--- config.mk ---
export PLATFORM = sky130hd
export DESIGN_NAME = fetch_cp
export DESIGN_NICKNAME = d
export VERILOG_FILES = /design/src/rtl/definitions_pkg.sv /design/src/rtl/fetch_fifo.sv /design/src/rtl/fetch_cp.sv
export SDC_FILE = /design/constraint.sdc
export NUM_CORES = 1
export LEC_CHECK = 0
export CAP_MARGIN = 15
export CORE_ASPECT_RATIO = 1.1
export CORE_MARGIN = 4
export CORE_UTILIZATION = 40
export DETAILED_ROUTE_END_ITERATION = 10
export SYNTH_ARGS = -nofsm -noshare
export SYNTH_HDL_FRONTEND = slang
export SYNTH_SLANG_ARGS = --single-unit
--- constraint.sdc ---
create_clock -name clk_i -period 8.5 [get_ports clk_i]
set_input_delay 2.125 -clock clk_i [delete_from_list [all_inputs] [get_ports clk_i]]
set_output_delay 2.125 -clock clk_i [all_outputs]
set_load 0.01 [all_outputs]
--- src/rtl/definitions_pkg.sv ---
// Shared fetch-stage types and constants.
package definitions_pkg;

  typedef logic [31:0] word_32ut;

  localparam int unsigned FETCH_XLEN = 32;
  localparam word_32ut    NOP_INSTR  = 32'h0000_0013;

  typedef struct packed {
    logic [FETCH_XLEN-1:0] pc;
    word_32ut              instr;
    logic                  filled;
  } fetch_entry_t;

endpackage

--- src/rtl/fetch_fifo.sv ---
// In-order fetch queue: entries are allocated at grant, filled by responses
// and popped by decode; a flush frees every entry at once.
module fetch_fifo
  import definitions_pkg::*;
#(
  parameter int unsigned     XLEN     = 32,
  parameter int unsigned     DEPTH    = 4,
  parameter logic [XLEN-1:0] RESET_PC = 32'h0000_0000
) (
  input  logic                  clk_i,
  input  logic                  rst_ni,
  input  logic                  flush_i,
  input  logic                  alloc_i,
  input  logic [XLEN-1:0]       alloc_pc_i,
  input  logic                  fill_i,
  input  word_32ut              fill_instr_i,
  input  logic                  pop_i,
  output logic [$clog2(DEPTH):0] count_o,
  output logic                  head_valid_o,
  output logic [XLEN-1:0]       head_pc_o,
  output word_32ut              head_instr_o
);

  localparam int unsigned   PW       = $clog2(DEPTH);
  localparam int unsigned   CW       = PW + 1;
  localparam logic [PW-1:0] PTR_ONE  = PW'(1'b1);
  localparam logic [PW-1:0] PTR_ZERO = {PW{1'b0}};
  localparam logic [CW-1:0] CNT_ZERO = {CW{1'b0}};

  logic [XLEN-1:0]  pc_q [DEPTH];
  word_32ut         instr_q [DEPTH];
  logic [DEPTH-1:0] filled_q;
  logic [PW-1:0]    alloc_ptr_q, alloc_ptr_d;
  logic [PW-1:0]    fill_ptr_q, fill_ptr_d;
  logic [PW-1:0]    head_ptr_q, head_ptr_d;
  logic [CW-1:0]    count_q, count_d;
  logic [XLEN-1:0]  last_pc_q;
  word_32ut         last_instr_q;
  logic             head_valid_s;

  // The head is only presentable once its response has landed.
  assign head_valid_s = (count_q != CNT_ZERO) && filled_q[head_ptr_q];

  always_comb begin
    alloc_ptr_d = alloc_ptr_q;
    fill_ptr_d  = fill_ptr_q;
    head_ptr_d  = head_ptr_q;
    count_d     = count_q;
    if (flush_i) begin
      alloc_ptr_d = PTR_ZERO;
      fill_ptr_d  = PTR_ZERO;
      head_ptr_d  = PTR_ZERO;
      count_d     = CNT_ZERO;
    end else begin
      if (alloc_i) alloc_ptr_d = alloc_ptr_q + PTR_ONE;
      else         alloc_ptr_d = alloc_ptr_q;
      if (fill_i)  fill_ptr_d  = fill_ptr_q + PTR_ONE;
      else         fill_ptr_d  = fill_ptr_q;
      if (pop_i)   head_ptr_d  = head_ptr_q + PTR_ONE;
      else         head_ptr_d  = head_ptr_q;
      count_d = count_q + CW'(alloc_i) - CW'(pop_i);
    end
  end

  always_ff @(posedge clk_i or negedge rst_ni) begin
    if (!rst_ni) begin
      alloc_ptr_q <= PTR_ZERO;
      fill_ptr_q  <= PTR_ZERO;
      head_ptr_q  <= PTR_ZERO;
      count_q     <= CNT_ZERO;
    end else begin
      alloc_ptr_q <= alloc_ptr_d;
      fill_ptr_q  <= fill_ptr_d;
      head_ptr_q  <= head_ptr_d;
      count_q     <= count_d;
    end
  end

  // Allocation clears the filled flag, so a popped slot needs no clean-up.
  always_ff @(posedge clk_i or negedge rst_ni) begin
    if (!rst_ni) begin
      for (int i = 0; i < DEPTH; i++) begin
        pc_q[i]    <= RESET_PC;
        instr_q[i] <= NOP_INSTR;
      end
      filled_q <= {DEPTH{1'b0}};
    end else if (flush_i) begin
      filled_q <= {DEPTH{1'b0}};
    end else begin
      if (alloc_i) begin
        pc_q[alloc_ptr_q]     <= alloc_pc_i;
        filled_q[alloc_ptr_q] <= 1'b0;
      end
      if (fill_i) begin
        instr_q[fill_ptr_q]  <= fill_instr_i;
        filled_q[fill_ptr_q] <= 1'b1;
      end
    end
  end

  always_ff @(posedge clk_i or negedge rst_ni) begin
    if (!rst_ni) begin
      last_pc_q    <= RESET_PC;
      last_instr_q <= NOP_INSTR;
    end else if (head_valid_s) begin
      last_pc_q    <= pc_q[head_ptr_q];
      last_instr_q <= instr_q[head_ptr_q];
    end else begin
      last_pc_q    <= last_pc_q;
      last_instr_q <= last_instr_q;
    end
  end

  assign count_o      = count_q;
  assign head_valid_o = head_valid_s;
  assign head_pc_o    = head_valid_s ? pc_q[head_ptr_q] : last_pc_q;
  assign head_instr_o = head_valid_s ? instr_q[head_ptr_q] : last_instr_q;

endmodule

--- src/rtl/fetch_cp.sv ---
// Instruction-fetch stage: PC generation, imem req/gnt/rvalid handshake and
// redirect handling in front of the in-order fetch queue.
module fetch_cp
  import definitions_pkg::*;
#(
  parameter int unsigned     XLEN     = 32,
  parameter int unsigned     DEPTH    = 4,
  parameter logic [XLEN-1:0] RESET_PC = 32'h0000_0000
) (
  input  logic            clk_i,
  input  logic            rst_ni,
  output logic            imem_req_o,
  output logic [XLEN-1:0] imem_addr_o,
  input  logic            imem_gnt_i,
  input  logic            imem_rvalid_i,
  input  word_32ut        imem_rdata_i,
  input  logic            redirect_i,
  input  logic [XLEN-1:0] redirect_pc_i,
  output logic            instr_valid_fd_o,
  output word_32ut        instr_fd_o,
  output logic [XLEN-1:0] pc_fd_o,
  output logic [XLEN-1:0] pc_plus4_fd_o,
  input  logic            instr_ready_fd_i
);

  localparam int unsigned CW = $clog2(DEPTH) + 1;
  // In-flight counters must cover stale responses left behind by back-to-back redirects.
  localparam int unsigned DW = $clog2(DEPTH) + 4;
  localparam logic [DW-1:0] DISC_ZERO = {DW{1'b0}};
  localparam logic [DW-1:0] DISC_ONE  = DW'(1'b1);

  logic [XLEN-1:0] fetch_pc_q, fetch_pc_d;
  logic [DW-1:0]   inflight_q, inflight_d;
  logic [DW-1:0]   discard_q, discard_d;
  logic            en_q;
  logic [CW-1:0]   count_s;
  logic            full_s, req_s, grant_s, fill_s, pop_s, valid_s;

  assign full_s  = (count_s == CW'(DEPTH));
  assign req_s   = en_q && !redirect_i && !full_s;
  assign grant_s = req_s && imem_gnt_i;
  assign fill_s  = imem_rvalid_i && !redirect_i && (discard_q == DISC_ZERO);
  assign pop_s   = valid_s && instr_ready_fd_i && !redirect_i;

  always_comb begin
    fetch_pc_d = fetch_pc_q;
    inflight_d = inflight_q;
    discard_d  = discard_q;
    if (redirect_i) begin
      fetch_pc_d = {redirect_pc_i[XLEN-1:2], 2'b00};
      inflight_d = inflight_q - DW'(imem_rvalid_i);
      discard_d  = inflight_q - DW'(imem_rvalid_i);
    end else begin
      if (grant_s) fetch_pc_d = fetch_pc_q + XLEN'(32'd4);
      else         fetch_pc_d = fetch_pc_q;
      inflight_d = inflight_q + DW'(grant_s) - DW'(imem_rvalid_i);
      if (imem_rvalid_i && (discard_q != DISC_ZERO)) discard_d = discard_q - DISC_ONE;
      else                                           discard_d = discard_q;
    end
  end

  // en_q holds requests off until the first edge after reset release.
  always_ff @(posedge clk_i or negedge rst_ni) begin
    if (!rst_ni) begin
      fetch_pc_q <= RESET_PC;
      inflight_q <= DISC_ZERO;
      discard_q  <= DISC_ZERO;
      en_q       <= 1'b0;
    end else begin
      fetch_pc_q <= fetch_pc_d;
      inflight_q <= inflight_d;
      discard_q  <= discard_d;
      en_q       <= 1'b1;
    end
  end

  fetch_fifo #(
    .XLEN     (XLEN),
    .DEPTH    (DEPTH),
    .RESET_PC (RESET_PC)
  ) u_fifo (
    .clk_i        (clk_i),
    .rst_ni       (rst_ni),
    .flush_i      (redirect_i),
    .alloc_i      (grant_s),
    .alloc_pc_i   (fetch_pc_q),
    .fill_i       (fill_s),
    .fill_instr_i (imem_rdata_i),
    .pop_i        (pop_s),
    .count_o      (count_s),
    .head_valid_o (valid_s),
    .head_pc_o    (pc_fd_o),
    .head_instr_o (instr_fd_o)
  );

  assign imem_req_o       = req_s;
  assign imem_addr_o      = fetch_pc_q;
  assign instr_valid_fd_o = valid_s;
  assign pc_plus4_fd_o    = pc_fd_o + XLEN'(32'd4);

endmodule
After elaboration in Yosys (flattened, before gate mapping)
Cells that the tools add are included.
- add/subtract/negate cells: 11
- multiplexer cells: 36
- eq/ne operators: 1
- bitwise gates (word level): 7
- reductions and logical operators: 24
- multipliers: 0
- div/mod/pow operators: 0
- shift operators: 0
- order comparisons: 10
- operator list (kind ; count):
    $mux 32 ; 10
    $bwmux 128 ; 2
    $bmux 32 s2 ; 2
    $demux 32 s2 ; 2
    $add 32x3->32 const B ; 2
    $mux 6 ; 3
    $mux 4 ; 4
    $logic_and 1x1->1 ; 13
    $mux 2 ; 6
    $sub 6x1->6 ; 2
    $ge 3x3->1 const B ; 3
    $lt 2x3->1 const B ; 3
    $not 2->3 ; 3
    $reduce_bool 2->1 ; 4
    $add 2x1->2 const B ; 3
    $add 6x1->6 ; 1
    $logic_not 6->1 ; 1
    $lt 3x1->1 const B ; 2
    $reduce_bool 6->1 ; 1
    $sub 6x1->6 const B ; 1
    $and 4x4->4 ; 1
    $demux 1 s2 ; 2
    $ge 2x1->1 const B ; 2
    $not 4->4 ; 1
    11 further kinds ; 15
- RAM bits: 0
- latch bits: 0
- bits in registers: 378
- memories kept: 0
- output and inout bits: 130
- memory bits (read-only): 0

Depth between registers and ports, before layout
- word-level depth: 11
- depth in mapped cells: 16
- depth with buffers taken out: 14

By module
Synthesis repeated with hierarchy kept, for this count alone.
- cells, all modules: 1434
- area, all modules: 18236.2 sq um
- by module, submodules not included (module ; times used ; cells an instance ; area each (sq um)):
    fetch_fifo ; 1 ; 1051 ; 14968.1
    fetch_cp ; 1 ; 383 ; 3268.1

Worst setup path after synthesis
No wires, ideal clock.
- kind: flip-flop to output port
- from: reg u_fifo.head_ptr_q[0]
- to: out pc_plus4_fd_o[30]
- stages on the path, launching flop included: 13
- required time: 6.375 ns
- setup slack: 3.332 ns
- buffers on the path: 3
- data arrival time: 3.043 ns
- cell sequence: dfrtp_1 buf_6 mux4_2 nand2_4 buf_2 clkbuf_1 nand2_1 nand2_1 ha_1 nand4_2 nor4_1 nand4_1 xnor2_1
- cells in the longest elaborated chain, start to end: 6
- elaborated cells between the ends (all ways): 9
- ends and longest elaborated chain (what ; RTL line ; source):
    start, declared ; fetch_fifo.sv:35 ; logic [PW-1:0] head_ptr_q, head_ptr_d;
    start signal, assigned ; fetch_fifo.sv:74 ; head_ptr_q <= head_ptr_d;
    $not 2->3 (not written as such) ; fetch_fifo.sv:116 ; assign head_pc_o = head_valid_s ? pc_q[head_ptr_q] : last_pc_q;
    $bmux 32 s2 ; fetch_fifo.sv:116 ;
    $mux 32 (not written as such) (2 in series) ; fetch_fifo.sv:116 ;
    $mux 32 * ; fetch_fifo.sv:116 ;
    named net pc_fd_o[3] ; fetch_cp.sv:21 ; output logic [XLEN-1:0] pc_fd_o,
    $add 32x3->32 * ; fetch_cp.sv:99 ; assign pc_plus4_fd_o = pc_fd_o + XLEN'(32'd4);
    end, declared ; fetch_cp.sv:22 ; output logic [XLEN-1:0] pc_plus4_fd_o,
The timed path passes the listed nets; every way through them passes the cells marked *. The select of a mux whose other input is x is not followed.

Final worst setup path
- from: reg u_fifo.head_ptr_q[0]
- to: out pc_plus4_fd_o[22]
- cells in the longest elaborated chain, start to end: 6
- elaborated cells between the ends (all ways): 9
- ends and longest elaborated chain (what ; RTL line):
    $not 2->3 (not written as such) ; fetch_fifo.sv:116
    $bmux 32 s2 ; fetch_fifo.sv:116
    $mux 32 (not written as such) (2 in series) ; fetch_fifo.sv:116
    $mux 32 * ; fetch_fifo.sv:116
    $add 32x3->32 * ; fetch_cp.sv:99
Every way passes the cells marked *; elsewhere a longest branch is shown, timed or not. The select of a mux whose other input is x is not followed.

==> metrics.txt <==
r2r endpoint u_fifo.count_o[2]; category of the worst setup path capture point output pin; Avg Vias per Cell 5.41; port buffer count ~200; fill cell total of the finished layout roughly 3900; xor/xnor share of the synthesized area between 2 and 2.5%; post-route non-filler standard cell count 2182; gr usage total about a fifth; skew final between 0.015 and 0.02 ns; net total in the final layout 1674; Antenna Nets Post-Route 0; Pre-antenna DRT Iters 5; I/O pin cnt 200; post-CTS resize count 0; maximum operating frequency approximately 140 MHz; Tightest Pin Transition about 1.0 ns; data arrival at the endpoint of the critical path 5.16 ns; Cell Area, Synth approximately 0.017 mm2; main combinational cell family by area after synthesis multiplexers; time the worst path needs with I/O delays and setup between 7 and 8 ns; H-Tree Level Count 2; CP startpoint kind flip-flop; clock insertion delay at the later pin of the skew report about 0.56 ns; class of the most critical hold timing path reg -> reg; min-delay src u_fifo.last_instr_q[15]; DRC 0; commonest cells after routing, fill and taps aside sky130_fd_sc_hd__dfrtp_1, sky130_fd_sc_hd__mux2_2, sky130_fd_sc_hd__nand2_1; classification of the worst setup path reg -> out; detailed-route wire length between 40000 and 50000 um; setup slack at placement 1.71 ns; number of setup buffers added after CTS 0; unrepaired setup endpoints after global routing no; number of distinct library cell variants in the gate-level netlist after synthesis 70; launch instance of the worst register-to-register path u_fifo.head_ptr_q[1]; reported max-cap violation count 0; maximum number of pins on one net before global-route repair 146; initial cell density of the core just over 40%; overflow left after global routing 0; pwr/cell area around 210 mW/mm2; wire length of the first global-routing pass between 70000 and 80000 um; half-perimeter wire length after placement between 20000 and 30000 um; top fanout value on the critical path between 40 and 50; Gate Count Post-Synth about 1400; wire length per cell after detailed routing roughly 20 um; TritonCTS clock tree yes; share of synthesized cell area in and, or, nand and nor gates between 9 and 10%; count of flip-flops with a built-in enable after synthesis 0; total via count after detailed routing between 10000 and 15000; FF+latch count, synth approximately 370; chip width between 200 and 250 um; Static Leakage just under 10 nW; Clock transition at path regs roughly 0.060 ns; Clock Path Buffers 3; Area Growth Syn to Fin 21.2%; clock sink count 368; Core Footprint between 0.04 and 0.05 mm2; Worst slew margin a little under a third; multiplexer share of the synthesized area 24.7%; Hold Buf Count CTS 0; average size of a mapped cell around 12 um2; complex-gate fraction of the synthesized area 5.50%; starting DRC count in detailed routing 630; minimum setup slack in the final design 1.21 ns; final cell utilization of the core around half; status complete, no violations; synthesized-area fraction occupied by adder cells 2.09%; endpoints failing hold 0; std cell rows 80; most common cell after layout, fill and taps aside sky130_fd_sc_hd__dfrtp_1; Seq/Total Area, Yosys between 50% and 60%; commonest register cell after synthesis sky130_fd_sc_hd__dfrtp_1; number of placed instances with taps included between 2000 and 2500; antenna diode count 0; number of global-route vias before repair 12305; worst supply voltage drop on vdd 0.116 mV; hold path depth 2; Hold WS roughly 0.47 ns; final-report setup violation count 0; slack of the worst reg-to-reg path 4.41 ns; share of the clock period used by the worst path roughly 86%; layout cell share with drive strength beyond 1 26.0%; Final GP Congestion 0.817; initial antenna violation count 0; number of clock buffers inserted by TritonCTS about 40; number of cells on the worst reg-to-reg path 12; overall die height between 200 and 250 um; Setup Total Neg Slack 0 ns; floorplan die area approximately 0.047 mm2; fin. max-slew vios 0; fraction of synthesis flops using an asynchronous set or reset pin 100%; Clock Tree Root sky130_fd_sc_hd__clkbuf_16; warning count from the yosys run 0; critical path data required time ~6.4 ns; Worst Hold Endpoint u_fifo.last_instr_q[15]
-- per-stage QoR --
step	instance area [um2]	total power [W]
floorplan	17500	0.00261
detailed placement	19900	0.00292
global placement	19900	0.00289
CTS	21200	0.00463
global route	21200	0.00480
finish	21200	0.00456
-- logic make-up (layout without fill, tap and decap cells) --
family | after synthesis | in the layout
xor+xnor | 44 | 44
flops | 368 | 368
fa+ha+maj | 28 | 28
simple gates | 377 | 377
other cells | 2 | 3
buf+inv | 124 | 324
mux | 328 | 328
compound gates | 136 | 136
-- critical path, cell delays in order (launching register included) --
cell                              delay, ns
sky130_fd_sc_hd__dfrtp_4               0.77
sky130_fd_sc_hd__mux4_2                0.79
sky130_fd_sc_hd__nand2_4               0.34
sky130_fd_sc_hd__buf_4                 0.55
sky130_fd_sc_hd__nand2_1               0.10
sky130_fd_sc_hd__nand2_1               0.13
sky130_fd_sc_hd__ha_1                  0.30
sky130_fd_sc_hd__nand4_2               0.17
sky130_fd_sc_hd__nor4_1                0.49
sky130_fd_sc_hd__nor2b_1               0.22
sky130_fd_sc_hd__xnor2_1               0.14
sky130_fd_sc_hd__clkdlybuf4s50_1       0.57
-- flip-flops by register name (all words and copies together) (netlist names) --
name                 count
en_q                     1
imem_addr_o             30
inflight_q               6
u_fifo.head_ptr_q        2
u_fifo.count_o           3
u_fifo.last_instr_q     32
u_fifo.pc_q            120
u_fifo.filled_q          4
u_fifo.fill_ptr_q        2
u_fifo.last_pc_q        32
discard_q                6
u_fifo.instr_q         128
u_fifo.alloc_ptr_q       2
-- worst max path at each step --
stage / cells after the start / from / slack (ns) / to
floorplan: 12 / u_fifo.head_ptr_q[0] / 3.33 / pc_plus4_fd_o[30]
global placement: 11 / u_fifo.head_ptr_q[0] / 1.73 / pc_plus4_fd_o[28]
detailed placement: 11 / u_fifo.head_ptr_q[0] / 1.71 / pc_plus4_fd_o[28]
CTS: 11 / u_fifo.head_ptr_q[0] / 1.11 / pc_plus4_fd_o[28]
global route: 11 / u_fifo.head_ptr_q[1] / 0.78 / pc_plus4_fd_o[22]
finish: 11 / u_fifo.head_ptr_q[0] / 1.21 / pc_plus4_fd_o[22]
-- where the power goes --
group	internal [W]	total (W)	switching (W)
clock network	0.000978	0.00167	0.000696
registers	0.00197	0.00212	0.000153
logic	0.000418	0.000761	0.000343
-- layer usage --
layer	up-vias	track usage, %	wire length [um]
met2	289	31.3	21400
met1	6057	24.8	19700
met5	-	0	0
met3	76	3.98	2430
met4	0	6.21	1260
li1	5372	-	-
-- cells in the mapped netlist (3+ instances only) --
master / instances / area [um2]
sky130_fd_sc_hd__o21bai_1: 3 / 22.5
sky130_fd_sc_hd__nand3_1: 27 / 135
sky130_fd_sc_hd__buf_4: 7 / 52.6
sky130_fd_sc_hd__inv_1: 37 / 139
sky130_fd_sc_hd__and3b_1: 3 / 26.3
sky130_fd_sc_hd__xor2_1: 13 / 114
sky130_fd_sc_hd__mux4_2: 57 / 1280
sky130_fd_sc_hd__and4_1: 5 / 43.8
sky130_fd_sc_hd__a22oi_1: 3 / 22.5
sky130_fd_sc_hd__a31oi_1: 5 / 31.3
sky130_fd_sc_hd__a32o_1: 6 / 60.1
sky130_fd_sc_hd__dfstp_2: 15 / 394
sky130_fd_sc_hd__o21ai_0: 44 / 220
sky130_fd_sc_hd__or3_1: 5 / 31.3
sky130_fd_sc_hd__nand4_1: 18 / 113
sky130_fd_sc_hd__xnor2_1: 31 / 272
sky130_fd_sc_hd__clkbuf_1: 35 / 131
sky130_fd_sc_hd__a222oi_1: 4 / 40.0
sky130_fd_sc_hd__buf_2: 15 / 75.1
sky130_fd_sc_hd__a21oi_1: 18 / 90.1
sky130_fd_sc_hd__a221o_1: 10 / 100
sky130_fd_sc_hd__nor2_1: 40 / 150
sky130_fd_sc_hd__nor3_1: 7 / 35.0
sky130_fd_sc_hd__ha_1: 26 / 325
sky130_fd_sc_hd__and2_1: 6 / 37.5
sky130_fd_sc_hd__a21o_1: 4 / 30.0
sky130_fd_sc_hd__o311ai_0: 12 / 105
sky130_fd_sc_hd__nor4_1: 5 / 31.3
sky130_fd_sc_hd__dfrtp_1: 353 / 8830
sky130_fd_sc_hd__nand2_1: 228 / 856
sky130_fd_sc_hd__nor2b_1: 3 / 18.8
sky130_fd_sc_hd__and3_1: 15 / 93.8
sky130_fd_sc_hd__mux2i_1: 20 / 200
sky130_fd_sc_hd__buf_1: 27 / 101
sky130_fd_sc_hd__mux2_2: 250 / 2820
sky130_fd_sc_hd__o211ai_1: 6 / 45.0
sky130_fd_sc_hd__o21a_1: 4 / 30.0
-- layout make-up --
cell class	count	area (um2)	share of cell area [%]
multi-input cells	916	7760	36.6
repair buffers	210	2080	9.81
inverters	39	149	0.702
clock inverters	12	92.6	0.437
clock buffers	63	1170	5.51
well taps	574	718	3.39
flip-flops and latches	368	9240	43.6
Note: power is estimated with default switching activity, not from simulation.
